[config.mk]
export PLATFORM = sky130hd
export DESIGN_NAME = sudoku_pipe_sched
export DESIGN_NICKNAME = d
export VERILOG_FILES = /design/src/rtl/sudoku_sched_pkg.sv /design/src/rtl/sudoku_rr_arb.sv /design/src/rtl/sudoku_pipe_sched.sv
export SDC_FILE = /design/constraint.sdc
export NUM_CORES = 1
export LEC_CHECK = 0
export CORE_ASPECT_RATIO = 2
export CORE_MARGIN = 2
export CORE_UTILIZATION = 42
export CTS_BUF_LIST = sky130_fd_sc_hd__clkbuf_8
export CTS_CLUSTER_DIAMETER = 120
export CTS_CLUSTER_SIZE = 28
export DETAILED_ROUTE_END_ITERATION = 8
export PLACE_DENSITY = 0.7
export SYNTH_ARGS = -nofsm -noshare
export SYNTH_HDL_FRONTEND = slang
export SYNTH_HIERARCHICAL = 1
export SYNTH_SLANG_ARGS = --single-unit
[constraint.sdc]
create_clock -name clk -period 5.6 [get_ports clk]
set_input_delay 1.4 -clock clk [delete_from_list [all_inputs] [get_ports clk]]
set_output_delay 1.4 -clock clk [all_outputs]
set_load 0.02 [all_outputs]
[src/rtl/sudoku_sched_pkg.sv]
// Shared constants and encodings for the sudoku pipeline slot scheduler.
package sudoku_sched_pkg;

    // Default configuration of the scheduler.
    localparam int DEF_NUM_SLOTS = 6;
    localparam int DEF_NUM_REQ   = 4;
    localparam int DEF_MAX_ITER  = 32;

    // Lap counter width; MAX_ITER is limited to 2..255 so laps fit in 8 bits.
    localparam int ITER_W = 8;

    // Index width for a field that must address n items (at least one bit).
    function automatic int idx_width(input int n);
        return (n > 1) ? $clog2(n) : 1;
    endfunction

    // Widths of the default configuration.
    localparam int SLOT_W = idx_width(DEF_NUM_SLOTS);
    localparam int TAG_W  = idx_width(DEF_NUM_REQ);
    localparam int OCC_W  = idx_width(DEF_NUM_SLOTS + 1);

    // Reason a puzzle leaves the pipeline; 2'b11 is never produced.
    typedef enum logic [1:0] {
        ST_SOLVED  = 2'b00,
        ST_STUCK   = 2'b01,
        ST_TIMEOUT = 2'b10
    } ret_status_e;

endpackage

[src/rtl/sudoku_rr_arb.sv]
// Round-robin arbiter: the first requester at or above ptr wins, otherwise
// the lowest requester below ptr wins. Purely combinational.
module sudoku_rr_arb
    import sudoku_sched_pkg::*;
#(
    parameter int NUM_REQ = DEF_NUM_REQ
) (
    input  logic [NUM_REQ-1:0]              req,
    input  logic [idx_width(NUM_REQ)-1:0]   ptr,
    input  logic                            en,
    output logic [NUM_REQ-1:0]              grant,
    output logic [idx_width(NUM_REQ)-1:0]   winner,
    output logic                            found
);

    localparam int TW = idx_width(NUM_REQ);

    // Two passes: upper segment [ptr..N-1] first, then the wrap-around segment.
    always_comb begin
        grant  = '0;
        winner = '0;
        found  = 1'b0;
        for (int j = 0; j < NUM_REQ; j++) begin
            if (en && !found && req[j] && (TW'(j) >= ptr)) begin
                found    = 1'b1;
                grant[j] = 1'b1;
                winner   = TW'(j);
            end
        end
        for (int j = 0; j < NUM_REQ; j++) begin
            if (en && !found && req[j]) begin
                found    = 1'b1;
                grant[j] = 1'b1;
                winner   = TW'(j);
            end
        end
    end

endmodule

[src/rtl/sudoku_pipe_sched.sv]
// Slot scheduler for the rotating sudoku solver pipeline: tracks which slot
// holds which requester's puzzle, decides retire vs. recirculate at the head,
// and refills free head slots round-robin from the requesters.
module sudoku_pipe_sched
    import sudoku_sched_pkg::*;
#(
    parameter int NUM_SLOTS = DEF_NUM_SLOTS,
    parameter int NUM_REQ   = DEF_NUM_REQ,
    parameter int MAX_ITER  = DEF_MAX_ITER
) (
    input  logic                                clk,
    input  logic                                rst,
    input  logic                                go,
    input  logic [NUM_REQ-1:0]                  req,
    input  logic                                res_solved,
    input  logic                                res_progress,
    input  logic                                ret_ready,
    output logic [NUM_REQ-1:0]                  grant,
    output logic                                load,
    output logic [idx_width(NUM_SLOTS)-1:0]     slot_ptr,
    output logic                                ret_valid,
    output logic [idx_width(NUM_REQ)-1:0]       ret_tag,
    output logic [1:0]                          ret_status,
    output logic [ITER_W-1:0]                   ret_iters,
    output logic [idx_width(NUM_SLOTS+1)-1:0]   occupancy
);

    localparam int PW = idx_width(NUM_SLOTS);
    localparam int TW = idx_width(NUM_REQ);
    localparam int CW = idx_width(NUM_SLOTS + 1);

    localparam logic [ITER_W-1:0] ITER_LAST = ITER_W'(MAX_ITER - 1);
    localparam logic [PW-1:0]     PTR_LAST  = PW'(NUM_SLOTS - 1);
    localparam logic [TW-1:0]     TAG_LAST  = TW'(NUM_REQ - 1);

    // Per-slot tables plus head pointer, round-robin pointer and fill count.
    logic [NUM_SLOTS-1:0] occ_q, occ_d;
    logic [TW-1:0]        tag_q  [NUM_SLOTS];
    logic [TW-1:0]        tag_d  [NUM_SLOTS];
    logic [ITER_W-1:0]    iter_q [NUM_SLOTS];
    logic [ITER_W-1:0]    iter_d [NUM_SLOTS];
    logic [PW-1:0]        slot_ptr_q, slot_ptr_d;
    logic [TW-1:0]        rr_q, rr_d;
    logic [CW-1:0]        occ_cnt_q, occ_cnt_d;

    // Head slot view and decision signals.
    logic                 advance;
    logic                 head_occ;
    logic [TW-1:0]        head_tag;
    logic [ITER_W-1:0]    head_iter;
    logic                 want_retire;
    ret_status_e          head_status;
    logic                 ret_fire;
    logic                 head_free;

    // Arbiter results.
    logic [NUM_REQ-1:0]   arb_grant;
    logic [TW-1:0]        arb_winner;
    logic                 arb_found;

    // A cycle held in reset is not an advance: Mealy outputs stay quiet and
    // in-flight puzzles are dropped without a retire.
    assign advance = go & rst;

    // Select the head slot's table entry.
    always_comb begin
        head_occ  = 1'b0;
        head_tag  = '0;
        head_iter = '0;
        for (int s = 0; s < NUM_SLOTS; s++) begin
            if (PW'(s) == slot_ptr_q) begin
                head_occ  = occ_q[s];
                head_tag  = tag_q[s];
                head_iter = iter_q[s];
            end
        end
    end

    // Head decision in priority order: solved, no progress, out of laps.
    always_comb begin
        want_retire = 1'b0;
        head_status = ST_SOLVED;
        if (head_occ) begin
            if (res_solved) begin
                want_retire = 1'b1;
                head_status = ST_SOLVED;
            end else if (!res_progress) begin
                want_retire = 1'b1;
                head_status = ST_STUCK;
            end else if (head_iter == ITER_LAST) begin
                want_retire = 1'b1;
                head_status = ST_TIMEOUT;
            end
        end
    end

    // Retire handshake: ret_valid is raised only in a cycle where the sink
    // shows ret_ready and the head wants to leave, so every ret_valid pulse is
    // a completed transfer. Without ret_ready the puzzle recirculates and the
    // same decision is retried on its next lap.
    assign ret_fire  = advance & head_occ & want_retire & ret_ready;
    assign head_free = advance & (~head_occ | ret_fire);

    sudoku_rr_arb #(
        .NUM_REQ (NUM_REQ)
    ) u_arb (
        .req    (req),
        .ptr    (rr_q),
        .en     (head_free),
        .grant  (arb_grant),
        .winner (arb_winner),
        .found  (arb_found)
    );

    assign grant      = arb_grant;
    assign load       = arb_found;
    assign ret_valid  = ret_fire;
    assign ret_tag    = ret_fire ? head_tag : '0;
    assign ret_status = ret_fire ? head_status : ST_SOLVED;
    assign ret_iters  = ret_fire ? (head_iter + ITER_W'(1)) : '0;
    assign slot_ptr   = slot_ptr_q;
    assign occupancy  = occ_cnt_q;

    // Next state: load beats retire on the head slot, otherwise recirculate.
    always_comb begin
        occ_d      = occ_q;
        tag_d      = tag_q;
        iter_d     = iter_q;
        slot_ptr_d = slot_ptr_q;
        rr_d       = rr_q;
        occ_cnt_d  = occ_cnt_q;
        if (advance) begin
            slot_ptr_d = (slot_ptr_q == PTR_LAST) ? '0 : slot_ptr_q + PW'(1);
            for (int s = 0; s < NUM_SLOTS; s++) begin
                if (PW'(s) == slot_ptr_q) begin
                    if (load) begin
                        occ_d[s]  = 1'b1;
                        tag_d[s]  = arb_winner;
                        iter_d[s] = '0;
                    end else if (ret_fire) begin
                        occ_d[s]  = 1'b0;
                        iter_d[s] = '0;
                    end else if (occ_q[s]) begin
                        iter_d[s] = (iter_q[s] == ITER_LAST) ? iter_q[s]
                                                              : iter_q[s] + ITER_W'(1);
                    end
                end
            end
            if (load) begin
                rr_d = (arb_winner == TAG_LAST) ? '0 : arb_winner + TW'(1);
            end
            occ_cnt_d = occ_cnt_q + CW'(load) - CW'(ret_fire);
        end
    end

    // State registers with synchronous active-low reset.
    always_ff @(posedge clk) begin
        if (!rst) begin
            occ_q      <= '0;
            for (int s = 0; s < NUM_SLOTS; s++) begin
                tag_q[s]  <= '0;
                iter_q[s] <= '0;
            end
            slot_ptr_q <= '0;
            rr_q       <= '0;
            occ_cnt_q  <= '0;
        end else begin
            occ_q      <= occ_d;
            tag_q      <= tag_d;
            iter_q     <= iter_d;
            slot_ptr_q <= slot_ptr_d;
            rr_q       <= rr_d;
            occ_cnt_q  <= occ_cnt_d;
        end
    end

endmodule
==> results of run 1 <==
-- cells by family (layout without fill, tap and decap cells) --
kind of cell | count (synthesis) | after routing | share of synthesized area
compound gates | 124 | 124 | 0.187
xor+xnor | 36 | 36 | 0.0682
fa+ha+maj | 12 | 12 | 0.0341
buf+inv | 56 | 89 | 0.0620
simple gates | 251 | 251 | 0.266
flops | 74 | 74 | 0.320
mux | 28 | 28 | 0.0622
-- worst paths after layout --
kind               startpoint  slack [ns]  cells after the start          to
setup / recovery  slot_ptr[1]        0.28                     14    grant[2]
hold / removal       tag_q[9]        0.46                      2    tag_q[9]
setup reg to reg  slot_ptr[1]        0.57                     18  iter_q[21]
hold reg to reg      tag_q[9]        0.46                      2    tag_q[9]
-- registers in the layout, summed over array words and instances (netlist names) --
| name | flops |
|---|---|
| slot_ptr | 3 |
| rr_q | 2 |
| iter_q | 48 |
| tag_q | 12 |
| occ_q | 6 |
| occupancy | 3 |
-- worst max-delay path: cells and delay by family, from the launching register on --
kind            cells  cell delay [ns]
simple gates        5             0.83
flops               1             0.49
buf+inv             4             1.10
compound gates      3             0.67
fa+ha+maj           2             0.48
-- report_power, final --
part	switching [mW]	total, mW	leakage [nW]	internal (mW)
registers	0.00665	0.536	0.597	0.530
logic	0.0874	0.139	1.14	0.0513
clock network	0.216	0.390	0.0905	0.174
total	0.310	1.06	1.82	0.755
-- metrics by stage --
step                      hold slack (ns)  setup WS, ns
after global routing                0.479        0.0766
after CTS                           0.458         0.322
after detailed placement            0.447         0.475
final                               0.457         0.275
after floorplan                     0.436         0.155
after global placement              0.444         0.528
-- Yosys cell counts (14+ instances only) --
cell type and instances:
and3_1 14, nand3_1 32, nand4_1 14, o21ai_0 29
xor2_1 14, dfxtp_1 74, nand2_1 62, nor2_1 74
a21oi_1 26, mux2i_1 22, xnor2_1 22, inv_1 22
-- per-layer routing --
metal	vias up	share of wire	wire [microns]	global-route usage
li1	2127	-	-	-
met1	2113	0.37	5040	0.243
met2	165	0.52	7150	0.421
met3	49	0.045	609	0.0415
met4	0	0.062	841	0.154
met5	-	0	0	0
-- cell type report --
type	instances	area [sq um]	share of cell area
clock buffer	10	138	0.0263
multi-input combinational	451	2860	0.546
clock inverter	6	41.3	0.00789
inverter	24	90.1	0.0172
sequential	74	1480	0.283
tap	140	175	0.0335
timing repair buffer	49	450	0.0861
==> impl_metrics.yaml, run 1 <==
status:
  outcome: "complete, no violations"
sta:
  period_needed_ns: 5.32
  final_max_slew_viol_count: 0
  fmax_mhz: 188
  hold_viol_final: 0
  setup_tns_ns: 0
  worstMarginPinSlew_ns: 1.25
  rsz0062_at_grt: "false"
  relSlewSlack: 0.158
  setup_viol: 0
  min_period_over_period: 0.951
  finClkSkew_ns: 0.0119
pwr:
  ir_worst_vdd_mv: 0.118
  cellPowerDensity_nw_per_um2: 204
  p_leak_nw: 1.82
  power_mw: 1.06
route:
  ant_nets: 0
  drt_first_pass_iters: 5
  post_drt_wl_per_cell_microns: 18.1
  vias: 4454
  drc: 0
  drt-total-wl_microns: 13600
  drtIter0Drc: 346
  vias_per_cell: 5.91
synth:
  syn-num-nets: 603
  seq_area_frac_synth: 0.320
  synthCells: 581
  synth_top_area_share: 0.320
  ys_types: 71
  async_flop_share: 0
  synth_ff_type: "dfxtp_1"
  synth_edf_count: 0
  synth_area_sq_um: 4620
  yosys.area.top_type: "dfxtp_1"
  synth-seq-cells: 74
  avgSynthCellArea_sq_um: 7.96
  ys_warn_count: 6
  yosys-top-cells-area: "dfxtp_1, nor2_1, nand2_1"
flow_run:
  cap_violations: 0
setup_path:
  crit_chain: "and2_1, ha_1, buf_4, nor2b_1, o31ai_1, ha_1, and2_4, a31o_2, nand2_1, o21ai_0, buf_4, inv_1, nor3_1, clkdlybuf4s50_1"
  crit_path_start_kind: "register"
  crit_slowest_cell: "clkdlybuf4s50_1"
  arrival_ns: 3.92
  required_ns: 4.20
  crit_type: "reg -> out"
  max_stage_delay_ns: 0.63
  cp-end-kind: "output pin"
  path_max_fanout: 24
clock_network:
  cts_setup_buffers: 0
  clockBufferDepth: 2
  clock_latency_ns: 0.37
  clock-sinks: 74
  hold_buffers: 0
  clkTransAtPathRegs_ns: 0.08
  post_cts_resized: 0
  htreeDepth: 3
  cts_tree: "done"
  cts_root_buf: "clkbuf_8"
  cts_inserted_buffers: 9
placement:
  dp_hpwl_microns: 10500
  place_area_sq_um: 5050
  portBuffers: 33
  place_inst: 738
  gp_congestion: 1.01
global_routing:
  grt_max_degree: 29
  gr-total-overflow: 0
  grt_pass1_vias: 4337
  grt.total_usage: 0.234
  antenna_found_initial: 0
  grt_first_pass_wirelength_microns: 21900
cells_and_area:
  syn_to_final_growth_pct: 13.2
  num_antenna_cells: 0
  final_cells: 754
  num-fill-cells: 1093
  drive_gt1_frac: 0.0961
  mostFrequentLayoutCells: "nor2_1, dfxtp_1, nand2_1"
  postLayoutCellArea_sq_um: 5230
  final_net_count: 631
  fin_util: 0.484
die:
  dieArea_sq_um: 11900
  die_w_microns: 78.2
  row_count: 54
  core-area_sq_um: 10800
  initial_utilization: 0.428
  boundaryPins: 34
  die_y_microns: 152
hold_path:
  hold_class: "reg -> reg"
No activity file was read; power rests on OpenSTA's default activity.
==> inputs of run 2 (changes only) <==
CORE_ASPECT_RATIO = unset   (was 2)
==> impl_metrics.yaml, run 2 (same netlist as run 1, synthesis figures left out) <==
setup_path:
  worstSetupStartpoint: "slot_ptr[0]"
  r2r_start: "slot_ptr[1]"
  required_ns: 4.20
  max_stage_delay_ns: 0.63
  crit_slowest_cell: "clkdlybuf4s50_1"
  crit_chain: "buf_12, nor2b_1, a221oi_1, o31ai_1, buf_4, ha_1, and2_4, a31o_2, nand2_1, o21ai_0, buf_4, inv_1, nor3_1, clkdlybuf4s50_1"
  ff2ff_setup_slack_ns: 0.50
  cp-end-kind: "output pin"
  critPathBufInv: 5
  crit_type: "reg -> out"
  crit_cells: 14
  reg2regPathDepth: 18
  cp-endpoint: "grant[2]"
  r2r_end: "iter_q[21]"
  crit_top_cell: "buf_4"
  path_max_fanout: 37
  arrival_ns: 3.83
  path_delay_family: "buffers and inverters"
  crit_path_start_kind: "register"
route:
  drt-total-wl_microns: 12500
  drt_first_pass_iters: 5
  post_drt_wl_per_cell_microns: 16.6
  vias_per_cell: 5.81
  drtIter0Drc: 415
  ant_nets: 0
  drc: 0
  vias: 4369
global_routing:
  gr-total-overflow: 0
  grt_first_pass_wirelength_microns: 20400
  antenna_found_initial: 0
  grt.total_usage: 0.221
  grt_pass1_vias: 4082
  grt_max_degree: 38
die:
  boundaryPins: 34
  row_count: 38
  initial_utilization: 0.428
  dieArea_sq_um: 11900
  core-area_sq_um: 10800
  die_w_microns: 109
  die_y_microns: 109
clock_network:
  clock_latency_ns: 0.36
  clockBufferDepth: 2
  cts_root_buf: "clkbuf_8"
  clock-sinks: 74
  cts_tree: "done"
  htreeDepth: 3
  cts_inserted_buffers: 9
  hold_buffers: 0
  post_cts_resized: 0
  clkTransAtPathRegs_ns: 0.08
  cts_setup_buffers: 0
flow_run:
  cap_violations: 0
cells_and_area:
  largest_reg_flops: 48
  final_cells: 752
  drive_gt1_frac: 0.0948
  num_antenna_cells: 0
  mostFrequentLayoutCells: "nor2_1, dfxtp_1, nand2_1"
  num-fill-cells: 1054
  syn_to_final_growth_pct: 13.4
  top_register: "iter_q"
  final_net_count: 629
  reg_top3: "iter_q (48), tag_q (12), occ_q (6)"
hold_path:
  hold_class: "reg -> reg"
status:
  outcome: "complete, no violations"
placement:
  dp_hpwl_microns: 9220
  place_inst: 736
  gp_congestion: 0.950
  portBuffers: 33
sta:
  period_needed_ns: 5.23
  setup_viol: 0
  hold_viol_final: 0
  worstMarginPinSlew_ns: 1.24
  min_period_over_period: 0.934
  relSlewSlack: 0.161
  final_max_slew_viol_count: 0
  fmax_mhz: 191
  setup_tns_ns: 0
  rsz0062_at_grt: "false"
  finClkSkew_ns: 0.00875
pwr:
  ir_worst_vdd_mv: 0.116
  cellPowerDensity_nw_per_um2: 208
  p_leak_nw: 1.83
-- run 2: power breakdown --
group | internal, mW | leakage, nW | total (mW) | switching [mW]
sequential | 0.530 | 0.597 | 0.535 | 0.00489
combinational | 0.0507 | 1.13 | 0.138 | 0.0868
clock | 0.205 | 0.0990 | 0.416 | 0.212
total | 0.785 | 1.83 | 1.09 | 0.303
-- run 2: worst min path at each step --
stage,from,to,cells after the start
5_1_grt,tag_q[6],tag_q[6],2
2_1_floorplan,tag_q[10],tag_q[10],2
3_3_place_gp,tag_q[7],tag_q[7],2
4_1_cts,tag_q[6],tag_q[6],2
3_5_place_dp,tag_q[6],tag_q[6],2
6_report,tag_q[6],tag_q[6],2
-- run 2: per-layer routing --
layer / wire length, microns / track usage
met5: 0 / 0
met4: 265 / 0.0778
met3: 769 / 0.0514
met2: 5820 / 0.355
met1: 5660 / 0.288
-- run 2: worst reg2reg max path: stages (launching register included) --
cell,delay (ns)
dfxtp_1,0.36
and2_1,0.18
ha_1,0.39
nor2_1,0.34
o21ai_0,0.20
o221a_2,0.30
and3_1,0.23
a31o_2,0.26
nand2_1,0.09
o21ai_0,0.11
buf_4,0.17
inv_1,0.08
a21oi_1,0.06
buf_4,0.22
a21oi_1,0.70
nand2_1,0.48
buf_4,0.31
or3_1,0.35
a31oi_1,0.16
-- run 2: metrics by stage --
| step | setup slack [ns] | utilization | total power, mW | cell area, sq um | hold slack, ns |
|---|---|---|---|---|---|
| final | 0.369 | 0.486 | 1.09 | 5240 | 0.459 |
| after CTS | 0.388 | 0.486 | 1.09 | 5240 | 0.459 |
| after global placement | 0.587 | 0.468 | 0.680 | 5050 | 0.449 |
| after global routing | 0.0802 | 0.486 | 1.13 | 5240 | 0.479 |
| after floorplan | 0.155 | - | 0.642 | 4620 | 0.436 |
| after detailed placement | 0.496 | 0.468 | 0.682 | 5050 | 0.449 |
-- run 2: area by class of cell --
cell class                 count  area (sq um)  share of cell area
clock buffer                   9           124              0.0236
inverter                      24          90.1              0.0172
tap                          140           175              0.0334
timing repair buffer          47           448              0.0854
sequential                    74          1480               0.283
multi-input combinational    451          2860               0.545
clock inverter                 7          70.1              0.0134
